--- config.mk ---
export PLATFORM = sky130hd
export DESIGN_NAME = galvo_pid_mc_flat
export DESIGN_NICKNAME = d
export VERILOG_FILES = /design/src/rtl/galvo_pid_pkg.sv /design/src/rtl/galvo_pid_mc_if.sv /design/src/rtl/galvo_pid_sat.sv /design/src/rtl/galvo_pid_mc.sv /design/src/flat_wrapper.sv
export SDC_FILE = /design/constraint.sdc
export NUM_CORES = 2
export LEC_CHECK = 0
export ABC_AREA = 1
export BUFFER_PORTS_ARGS = -buffer_cell sky130_fd_sc_hd__buf_4
export CORE_UTILIZATION = 58
export DETAILED_ROUTE_END_ITERATION = 12
export PLACE_DENSITY_LB_ADDON = 0.15
export SETUP_SLACK_MARGIN = 0.15
export SLEW_MARGIN = 20
export SYNTH_ARGS = -nofsm -noshare
export SYNTH_HDL_FRONTEND = slang
export SYNTH_HIERARCHICAL = 1
export SYNTH_SLANG_ARGS = --single-unit
--- constraint.sdc ---
create_clock -name clk_pid -period 23.9 [get_ports clk_pid]
set_input_delay 2.39 -clock clk_pid [delete_from_list [all_inputs] [get_ports clk_pid]]
set_output_delay 2.39 -clock clk_pid [all_outputs]
set_load 0.02 [all_outputs]
--- src/rtl/galvo_pid_pkg.sv ---
// Shared definitions for the galvo PID loop: FSM encodings, config select
// codes and small elaboration-time helpers.
package galvo_pid_pkg;

   localparam logic [2:0] ST_IDLE = 3'd0;
   localparam logic [2:0] ST_ERR  = 3'd1;
   localparam logic [2:0] ST_MUL  = 3'd2;
   localparam logic [2:0] ST_SUM  = 3'd3;
   localparam logic [2:0] ST_OUT  = 3'd4;

   localparam logic [2:0] CFG_SEL_KP   = 3'd0;
   localparam logic [2:0] CFG_SEL_KI   = 3'd1;
   localparam logic [2:0] CFG_SEL_KD   = 3'd2;
   localparam logic [2:0] CFG_SEL_DLIM = 3'd3;
   localparam logic [2:0] CFG_SEL_ISAT = 3'd4;
   localparam logic [2:0] CFG_SEL_DB   = 3'd5;
   localparam logic [2:0] CFG_SEL_CLR  = 3'd7;

   // Channel index width; never below 1 so a single-axis build still has a port.
   function automatic int CLOG2(input int n);
      int r;
      r = 1;
      for (int i = 1; i < 16; i++) begin
         if ((1 << i) < n) r = i + 1;
      end
      return r;
   endfunction

   function automatic int unsigned MID(input int dw);
      return 32'd1 << (dw - 1);
   endfunction

endpackage

--- src/rtl/galvo_pid_mc_if.sv ---
// Bus bundle between the PID controller and its environment: config, target,
// ADC sample and DAC result channels, plus status and FSM debug state.
interface galvo_pid_mc_if
   import galvo_pid_pkg::*;
#(
   parameter int NCH = 2,
   parameter int DW  = 16,
   parameter int AW  = 32
);

   localparam int CW = CLOG2(NCH);

   // Strobes are single-cycle; there is no back-pressure. A sample presented
   // while busy is dropped and recorded in the sticky overrun flag.
   logic          cfg_we;
   logic [CW-1:0] cfg_ch;
   logic [2:0]    cfg_sel;
   logic [AW-1:0] cfg_data;
   logic          tgt_valid;
   logic [CW-1:0] tgt_ch;
   logic [DW-1:0] tgt_data;
   logic          adc_valid;
   logic [CW-1:0] adc_ch;
   logic [DW-1:0] adc_data;
   logic          dac_valid;
   logic [CW-1:0] dac_ch;
   logic [DW-1:0] dac_data;
   logic          busy;
   logic          overrun;
   logic [2:0]    dbg_state;

   modport master (
      output cfg_we, cfg_ch, cfg_sel, cfg_data,
      output tgt_valid, tgt_ch, tgt_data,
      output adc_valid, adc_ch, adc_data,
      input  dac_valid, dac_ch, dac_data, busy, overrun, dbg_state
   );

   modport slave (
      input  cfg_we, cfg_ch, cfg_sel, cfg_data,
      input  tgt_valid, tgt_ch, tgt_data,
      input  adc_valid, adc_ch, adc_data,
      output dac_valid, dac_ch, dac_data, busy, overrun, dbg_state
   );

endinterface

--- src/rtl/galvo_pid_sat.sv ---
// Signed symmetric clamp: y = x limited to [-lim, +lim]; lim is a non-negative
// magnitude. Purely combinational.
module galvo_pid_sat #(
   parameter int W = 34
) (
   input  logic signed [W-1:0] x_i,
   input  logic        [W-1:0] lim_i,
   output logic signed [W-1:0] y_o
);

   logic signed [W-1:0] pos_lim;
   logic signed [W-1:0] neg_lim;

   always_comb begin
      pos_lim = signed'(lim_i);
      neg_lim = -pos_lim;
      y_o     = x_i;
      if (x_i > pos_lim) begin
         y_o = pos_lim;
      end else if (x_i < neg_lim) begin
         y_o = neg_lim;
      end
   end

endmodule

--- src/rtl/galvo_pid_mc.sv ---
// Time-multiplexed multi-axis position PID producing offset-binary DAC codes.
// Optional deadband on the error term is enabled by defining PID_DEADBAND_EN.
module galvo_pid_mc
   import galvo_pid_pkg::*;
#(
   parameter int NCH  = 2,
   parameter int DW   = 16,
   parameter int GW   = 16,
   parameter int AW   = 32,
   parameter int P_SH = 10,
   parameter int I_SH = 10,
   parameter int D_SH = 8
) (
   input  logic          clk_pid,
   input  logic          sys_rstn,
   galvo_pid_mc_if.slave bus
);

   localparam int            CW      = CLOG2(NCH);
   localparam int            PW      = GW + AW + 2;
   localparam logic [DW-1:0] MID_C   = DW'(MID(DW));
   localparam logic [DW-1:0] LIM_MAX = MID_C - 1'b1;
   localparam logic [CW:0]   NCH_W   = (CW + 1)'(NCH);

   // Per-channel configuration and loop state.
   logic [GW-1:0]        kp_q    [NCH];
   logic [GW-1:0]        ki_q    [NCH];
   logic [GW-1:0]        kd_q    [NCH];
   logic [DW-1:0]        dlim_q  [NCH];
   logic [AW-2:0]        isat_q  [NCH];
   logic [DW-1:0]        tgt_q   [NCH];
   logic signed [AW-1:0] integ_q [NCH];
   logic signed [AW-1:0] elast_q [NCH];
   logic [NCH-1:0]       first_q;
`ifdef PID_DEADBAND_EN
   logic [DW-1:0]        db_q    [NCH];
`endif

   logic [2:0]           state_q, state_d;
   logic [CW-1:0]        ch_q;
   logic signed [AW-1:0] e_q;
   logic signed [AW-1:0] p_q, i_q, d_q;
   logic [DW-1:0]        lim_q;
   logic signed [AW+1:0] u_q;
   logic                 dac_valid_q;
   logic [CW-1:0]        dac_ch_q;
   logic [DW-1:0]        dac_data_q;
   logic                 overrun_q;

   logic                 accept;
   logic                 cfg_ok, tgt_ok;
   logic signed [AW-1:0] e_raw, e_new;
   logic signed [AW:0]   isum, isat_y;
   logic signed [AW-1:0] integ_new;
   logic signed [AW:0]   de;
   logic signed [PW-1:0] p_prod, i_prod, d_prod;
   logic signed [PW-1:0] p_sh, i_sh, d_sh;
   logic signed [AW+1:0] u_sum, u_sat;
   logic [DW-1:0]        code;

   assign accept = bus.adc_valid && (state_q == ST_IDLE) && ({1'b0, bus.adc_ch} < NCH_W);
   assign cfg_ok = ({1'b0, bus.cfg_ch} < NCH_W);
   assign tgt_ok = ({1'b0, bus.tgt_ch} < NCH_W);

   assign e_raw = signed'(AW'(tgt_q[bus.adc_ch])) - signed'(AW'(bus.adc_data));

`ifdef PID_DEADBAND_EN
   logic signed [AW-1:0] e_abs;
   always_comb begin
      e_abs = e_raw[AW-1] ? -e_raw : e_raw;
      e_new = (e_abs <= signed'(AW'(db_q[bus.adc_ch]))) ? '0 : e_raw;
   end
`else
   assign e_new = e_raw;
`endif

   // Integrator accumulates in one extra bit so the clamp sees the true sum.
   assign isum = {integ_q[ch_q][AW-1], integ_q[ch_q]} + {e_q[AW-1], e_q};

   galvo_pid_sat #(.W(AW + 1)) u_isat (
      .x_i   (isum),
      .lim_i ((AW + 1)'(isat_q[ch_q])),
      .y_o   (isat_y)
   );

   assign integ_new = isat_y[AW-1:0];
   assign de        = first_q[ch_q] ? '0 : ({e_q[AW-1], e_q} - {elast_q[ch_q][AW-1], elast_q[ch_q]});

   assign p_prod = PW'($signed({1'b0, kp_q[ch_q]})) * PW'(e_q);
   assign i_prod = PW'($signed({1'b0, ki_q[ch_q]})) * PW'(integ_new);
   assign d_prod = PW'($signed({1'b0, kd_q[ch_q]})) * PW'(de);
   assign p_sh   = p_prod >>> P_SH;
   assign i_sh   = i_prod >>> I_SH;
   assign d_sh   = d_prod >>> D_SH;

   assign u_sum = (AW + 2)'(p_q) + (AW + 2)'(i_q) + (AW + 2)'(d_q);

   galvo_pid_sat #(.W(AW + 2)) u_osat (
      .x_i   (u_q),
      .lim_i ((AW + 2)'(lim_q)),
      .y_o   (u_sat)
   );

   // lim_q < MID, so the wrapped low bits added to MID stay inside the code range.
   assign code = MID_C + u_sat[DW-1:0];

   always_comb begin
      state_d = state_q;
      case (state_q)
         ST_IDLE: if (accept) state_d = ST_ERR;
         ST_ERR:  state_d = ST_MUL;
         ST_MUL:  state_d = ST_SUM;
         ST_SUM:  state_d = ST_OUT;
         default: state_d = ST_IDLE;
      endcase
   end

   always_ff @(posedge clk_pid) begin
      if (!sys_rstn) begin
         for (int c = 0; c < NCH; c++) begin
            kp_q[c]    <= '0;
            ki_q[c]    <= '0;
            kd_q[c]    <= '0;
            dlim_q[c]  <= '0;
            isat_q[c]  <= '0;
            tgt_q[c]   <= MID_C;
            integ_q[c] <= '0;
            elast_q[c] <= '0;
`ifdef PID_DEADBAND_EN
            db_q[c]    <= '0;
`endif
         end
         first_q     <= '1;
         state_q     <= ST_IDLE;
         ch_q        <= '0;
         e_q         <= '0;
         p_q         <= '0;
         i_q         <= '0;
         d_q         <= '0;
         lim_q       <= '0;
         u_q         <= '0;
         dac_valid_q <= 1'b0;
         dac_ch_q    <= '0;
         dac_data_q  <= MID_C;
         overrun_q   <= 1'b0;
      end else begin
         state_q     <= state_d;
         dac_valid_q <= 1'b0;

         if (bus.cfg_we && cfg_ok) begin
            case (bus.cfg_sel)
               CFG_SEL_KP:   kp_q[bus.cfg_ch]   <= bus.cfg_data[GW-1:0];
               CFG_SEL_KI:   ki_q[bus.cfg_ch]   <= bus.cfg_data[GW-1:0];
               CFG_SEL_KD:   kd_q[bus.cfg_ch]   <= bus.cfg_data[GW-1:0];
               CFG_SEL_DLIM: dlim_q[bus.cfg_ch] <= bus.cfg_data[DW-1:0];
               CFG_SEL_ISAT: isat_q[bus.cfg_ch] <= bus.cfg_data[AW-2:0];
`ifdef PID_DEADBAND_EN
               CFG_SEL_DB:   db_q[bus.cfg_ch]   <= bus.cfg_data[DW-1:0];
`endif
               default: ;
            endcase
         end

         if (bus.adc_valid && (state_q != ST_IDLE)) begin
            overrun_q <= 1'b1;
         end else if (bus.cfg_we && (bus.cfg_sel == CFG_SEL_CLR)) begin
            overrun_q <= 1'b0;
         end

         case (state_q)
            ST_IDLE: begin
               if (accept) begin
                  ch_q <= bus.adc_ch;
                  e_q  <= e_new;
               end
            end
            ST_ERR: begin
               integ_q[ch_q] <= integ_new;
               first_q[ch_q] <= 1'b0;
               p_q           <= p_sh[AW-1:0];
               i_q           <= i_sh[AW-1:0];
               d_q           <= d_sh[AW-1:0];
               lim_q         <= (dlim_q[ch_q] >= MID_C) ? LIM_MAX : dlim_q[ch_q];
            end
            ST_MUL: u_q <= u_sum;
            ST_SUM: begin
               dac_valid_q   <= 1'b1;
               dac_ch_q      <= ch_q;
               dac_data_q    <= code;
               elast_q[ch_q] <= e_q;
            end
            default: ;
         endcase

         // A target change overrides any same-cycle integrator or flag update.
         if (bus.tgt_valid && tgt_ok) begin
            tgt_q[bus.tgt_ch]   <= bus.tgt_data;
            integ_q[bus.tgt_ch] <= '0;
            first_q[bus.tgt_ch] <= 1'b1;
         end
      end
   end

   assign bus.dac_valid = dac_valid_q;
   assign bus.dac_ch    = dac_ch_q;
   assign bus.dac_data  = dac_data_q;
   assign bus.busy      = (state_q != ST_IDLE);
   assign bus.overrun   = overrun_q;
   assign bus.dbg_state = state_q;

endmodule
--- src/flat_wrapper.sv ---
// flat-port wrapper written by rule: the top's interface ports become plain ports
module galvo_pid_mc_flat import galvo_pid_pkg::*;
#(
   parameter int NCH  = 2,
   parameter int DW   = 16,
   parameter int GW   = 16,
   parameter int AW   = 32,
   parameter int P_SH = 10,
   parameter int I_SH = 10,
   parameter int D_SH = 8
)
  (clk_pid, sys_rstn, bus_cfg_we, bus_cfg_ch, bus_cfg_sel, bus_cfg_data, bus_tgt_valid, bus_tgt_ch, bus_tgt_data, bus_adc_valid, bus_adc_ch, bus_adc_data, bus_dac_valid, bus_dac_ch, bus_dac_data, bus_busy, bus_overrun, bus_dbg_state);
  galvo_pid_mc_if #(.NCH(NCH), .DW(DW), .AW(AW)) bus_i ();
  input  logic clk_pid;
  input  logic sys_rstn;
  input wire logic [$bits(bus_i.cfg_we)-1:0] bus_cfg_we;
  input wire logic [$bits(bus_i.cfg_ch)-1:0] bus_cfg_ch;
  input wire logic [$bits(bus_i.cfg_sel)-1:0] bus_cfg_sel;
  input wire logic [$bits(bus_i.cfg_data)-1:0] bus_cfg_data;
  input wire logic [$bits(bus_i.tgt_valid)-1:0] bus_tgt_valid;
  input wire logic [$bits(bus_i.tgt_ch)-1:0] bus_tgt_ch;
  input wire logic [$bits(bus_i.tgt_data)-1:0] bus_tgt_data;
  input wire logic [$bits(bus_i.adc_valid)-1:0] bus_adc_valid;
  input wire logic [$bits(bus_i.adc_ch)-1:0] bus_adc_ch;
  input wire logic [$bits(bus_i.adc_data)-1:0] bus_adc_data;
  output wire logic [$bits(bus_i.dac_valid)-1:0] bus_dac_valid;
  output wire logic [$bits(bus_i.dac_ch)-1:0] bus_dac_ch;
  output wire logic [$bits(bus_i.dac_data)-1:0] bus_dac_data;
  output wire logic [$bits(bus_i.busy)-1:0] bus_busy;
  output wire logic [$bits(bus_i.overrun)-1:0] bus_overrun;
  output wire logic [$bits(bus_i.dbg_state)-1:0] bus_dbg_state;
  assign bus_i.cfg_we = bus_cfg_we;
  assign bus_i.cfg_ch = bus_cfg_ch;
  assign bus_i.cfg_sel = bus_cfg_sel;
  assign bus_i.cfg_data = bus_cfg_data;
  assign bus_i.tgt_valid = bus_tgt_valid;
  assign bus_i.tgt_ch = bus_tgt_ch;
  assign bus_i.tgt_data = bus_tgt_data;
  assign bus_i.adc_valid = bus_adc_valid;
  assign bus_i.adc_ch = bus_adc_ch;
  assign bus_i.adc_data = bus_adc_data;
  assign bus_dac_valid = bus_i.dac_valid;
  assign bus_dac_ch = bus_i.dac_ch;
  assign bus_dac_data = bus_i.dac_data;
  assign bus_busy = bus_i.busy;
  assign bus_overrun = bus_i.overrun;
  assign bus_dbg_state = bus_i.dbg_state;
  galvo_pid_mc #(.NCH(NCH), .DW(DW), .GW(GW), .AW(AW), .P_SH(P_SH), .I_SH(I_SH), .D_SH(D_SH)) u_core (.clk_pid(clk_pid), .sys_rstn(sys_rstn), .bus(bus_i));
endmodule
# Word level (Yosys, flattened, before mapping)
# Memory sizes are Yosys's and may differ from the RTL's. A register that Yosys moved wholly into a read port is not among the register bits.
# Cells that the tools add are included.
# classes
add_sub_neg	8
n_mul	3
n_div	0
magnitude_cmp	9
n_eq_ne	9
n_shift	0
n_mux	90
bitwise_logic	3
n_reduce_logical	19
# ops
cell	n
$mux 32	5
$mux 16	8
$reduce_or 32->1	3
$reduce_or 16->1	5
$mux 1	68
$mul 17x32->42	1
$mul 17x33->40	1
$add 33x32->34	1
$gt 34x17->1	1
$lt 34x34->1	1
$mul 17x17->34	1
$neg 16->34	1
$add 32x17->33	1
$add 32x32->33	1
$gt 33x32->1	1
$lt 33x33->1	1
$mux 33	1
$neg 31->33	1
$sub 17x32->33	1
$mux 31	1
$reduce_or 31->1	1
$sub 16x16->17	1
$add 16x16->16 const A	1
$ge 16x16->1 const B	1
other kinds (18)	33
# totals
register_bits	188
latchBits	0
mem_bits_rw	350
rom_bits	0
inputBits	75
output_inout_bits	23
memories	8
# mem_list
name	words	word_bits	read_ports	rd_clocked_by_memory_dff	write_ports	line_no	text
u_core.elast_q	2	32	1	1	2	galvo_pid_mc.sv:33	logic signed [AW-1:0] elast_q [NCH];
u_core.integ_q	2	32	1	1	2	galvo_pid_mc.sv:32	logic signed [AW-1:0] integ_q [NCH];
u_core.isat_q	2	31	1	1	2	galvo_pid_mc.sv:30	logic [AW-2:0] isat_q [NCH];
u_core.dlim_q	2	16	1	1	2	galvo_pid_mc.sv:29	logic [DW-1:0] dlim_q [NCH];
u_core.kd_q	2	16	1	1	2	galvo_pid_mc.sv:28	logic [GW-1:0] kd_q [NCH];
u_core.ki_q	2	16	1	1	2	galvo_pid_mc.sv:27	logic [GW-1:0] ki_q [NCH];
+2 memories	n/a	n/a	n/a	n/a	n/a	n/a	

# Depth between registers and ports, before layout
# depth
word_depth	10
depth_mapped	67

# Hierarchy
# Netlist, hierarchy kept.
# modules_own_cells
module	instances	cells_per_inst	area_per_inst_um2	seq_area_each_um2
galvo_pid_mc	1	8083	65444.0	12592.1
galvo_pid_sat (u_core.u_osat)	1	685	3812.4	0.0
galvo_pid_sat (u_core.u_isat)	1	653	3453.3	0.0

# Worst setup path before layout
# Ideal clock, no wire load.
# synth_timing
kind	reg2reg
from	reg (tool-made name)
to	reg u_core.i_q[23]
arrival_time_ns	10.705
t_required_ns	23.785
slack_ns	13.080
stages_incl_launch_ff	63
path_buffers	8
synth_period_minus_slack_ns	10.820
cell_sequence	dfxtp_1 buf_6 buf_6 clkbuf_1 clkbuf_1 clkbuf_1 clkbuf_1 nand2_1 nand2_1 ha_1 inv_1 fa_1 inv_1 nand3_1 nand2_1 a21boi_1 o21bai_1 a21boi_2 (+27 left out) inv_1 fa_1 fa_1 inv_1 fa_1 ha_1 a21oi_1 inv_1 a31oi_1 inv_1 a21oi_1 o21ai_0 a21oi_1 o21bai_1 a21oi_1 xnor2_1 o21ai_0 inv_1
# synth_lines
item	line_no	text
to (signal assigned)	galvo_pid_mc.sv:181	i_q <= i_sh[AW-1:0];
to (decl)	galvo_pid_mc.sv:42	logic signed [AW-1:0] p_q, i_q, d_q;

==> impl_metrics.yaml <==
global_routing:
  grt_max_degree: 143
  antenna_found_initial: 2
  grt_pass1_vias: 61520
  grt_pass1_wl_um: 343500
  grtUsageTotal_pct: 35.22
  gr-total-overflow: 0
detailed_routing:
  vias: 60410
  drtIter0Drc: 5248
  wirelength_um: 217400
  drc: 0
  first_pass_iters: 6
  ant_nets: 0
  wire_per_inst_um: 19.83
  viasPerCell: 5.512
place:
  place_ws_ns: 10.05
  place_hpwl_um: 170600
  port_buffers: 96
  place_congestion: 0.9672
clock_network:
  cts_tree: "built"
  clock-root-buffer: "clkbuf_16"
  clock_latency_ns: 0.70
  htree_levels: 2
  cts_made_buffers: 58
  clkSinkCount: 501
  cts_buffer_depth: 3
  cts_resized: 0
  post_cts_buffers: 0
  ctsHoldBuffers: 0
  clkTransAtPathRegs_ns: 0.06
finish:
  diodes: 0
  areaGrowthSynthToFinish_pct: 5.957
  drive_gt1_share_pct: 4.634
  fin_util_pct: 61.85
  nets: 10990
sta:
  post-route-period-util_pct: 59.12
  slew-limit-headroom_pct: 20.14
  setup_viol: 0
  finClkSkew_ns: 0.08596
  fmax_mhz: 70.77
  totalNegativeSetupSlack_ns: 0
  hold_viol: 0
  setup_ws_ns: 9.770
  period_minus_slack_ns: 14.13
  slew_viol_final: 0
  holdWs_ns: 0.4615
  rsz0062_at_grt: "no"
  tightest_slew_ns: 1.191
worst_setup_path:
  worstPathBufferInverterCount: 10
  critPathMaxStageDelay_ns: 0.75
  critical_path.max_fanout: 61
  cp_top_family: "adder cells"
  worstSetupPathType: "register to register"
  cp-start-kind: "register"
  r2r-end: "u_core/i_q[23]"
  crit_slowest_cell: "clkinv_2"
  crit_path_frequent_cell: "nand2_1"
  worstRegToRegCells: 53
  worstPathArrival_ns: 14.69
  endpoint_kind: "register"
  critPathRequiredTime_ns: 24.46
  r2r_slack_ns: 9.77
die:
  row_count: 129
  fp.coreArea_um2: 123600
  dieArea_um2: 125800
  initial_core_util_pct: 58.37
  die_y_um: 354.7
  io_pins: 98
  die_w_um: 354.7
synthesis:
  synthCells: 9305
  syn_avg_cell_area_um2: 7.756
  ys_warn_count: 6
  syn_area_um2: 72170
min_path:
  whs_path_depth: 2
  worstHoldStart: "u_core/integ_q[1][25]"
  holdPathEnd: "u_core/integ_q[1][25]"
  hold_class: "register to register"
outcome:
  status: "finished clean"
job:
  maxCapViolations: 0
per-layer routing:
layer  global-route usage (%)  share of wire, %  up-vias
li1                         -                 -    28040
met1                    47.81                42    29500
met2                    57.47                46     2429
met3                    5.388               8.2      441
met4                    12.36               3.9        2
met5                        0            0.0060        -
worst register-to-register path: cells and delay by family (launching register included):
kind | cells | cell delay, ns
flip-flops | 1 | 0.69
AND/OR/NAND/NOR | 16 | 3.16
AO/OA/AOI/OAI | 16 | 3.45
XOR/XNOR | 2 | 0.49
adder cells (fa/ha/maj) | 9 | 4.02
buffers and inverters | 10 | 2.19
through the flow:
stage | area (um^2) | std cells
floorplan | 72370 | 9359
global placement | 74430 | 10850
detailed placement | 74430 | 10850
CTS | 76460 | 10960
global route | 76470 | 10960
finish | 76470 | 10960
how the worst max path moves through the flow:
stage	start	endpoint	cells past startpoint
global route	register	u_core/i_q[23]	53
CTS	register	u_core/i_q[23]	53
global placement	register	u_core/i_q[23]	53
finish	register	u_core/i_q[23]	53
detailed placement	register	u_core/i_q[23]	53
floorplan	register	u_core/i_q[23]	62
cells in the final DEF (no fill, tap or decap), types with 58 or more instances in the layout:
cell type     n
dfxtp_1     243
nand2_1    1840
inv_1      1951
edfxtp_1    256
nor2_1     1323
o21ai_0     275
ha_1        553
nand3_1     320
fa_1       1086
buf_4       175
xor2_1      134
a21oi_1     400
xnor2_1      71
clkbuf_16    58
or2_2        65
flip-flops by register name, summed over array words and instances (netlist names), 17 cells and up, named ones only:
signal	count
u_core/d_q	32
u_core/dlim_q	32
u_core/e_q	17
u_core/elast_q	34
u_core/i_q	32
u_core/integ_q	64
u_core/isat_q	62
u_core/kd_q	32
u_core/ki_q	32
u_core/kp_q	32
u_core/p_q	24
u_core/tgt_q	32
u_core/u_q	34
layout make-up:
type | instances | area (um^2)
clock buffers | 66 | 1503
clock inverters | 44 | 529.3
fillers | 11360 | 47170
inverters | 2011 | 7551
multi-input cells | 6524 | 50900
flip-flops and latches | 501 | 12600
well taps | 1637 | 2048
repair buffers | 176 | 1334
Power is not shown: default switching activity piles up to over one toggle a cycle in this logic, so the estimate is an artifact.
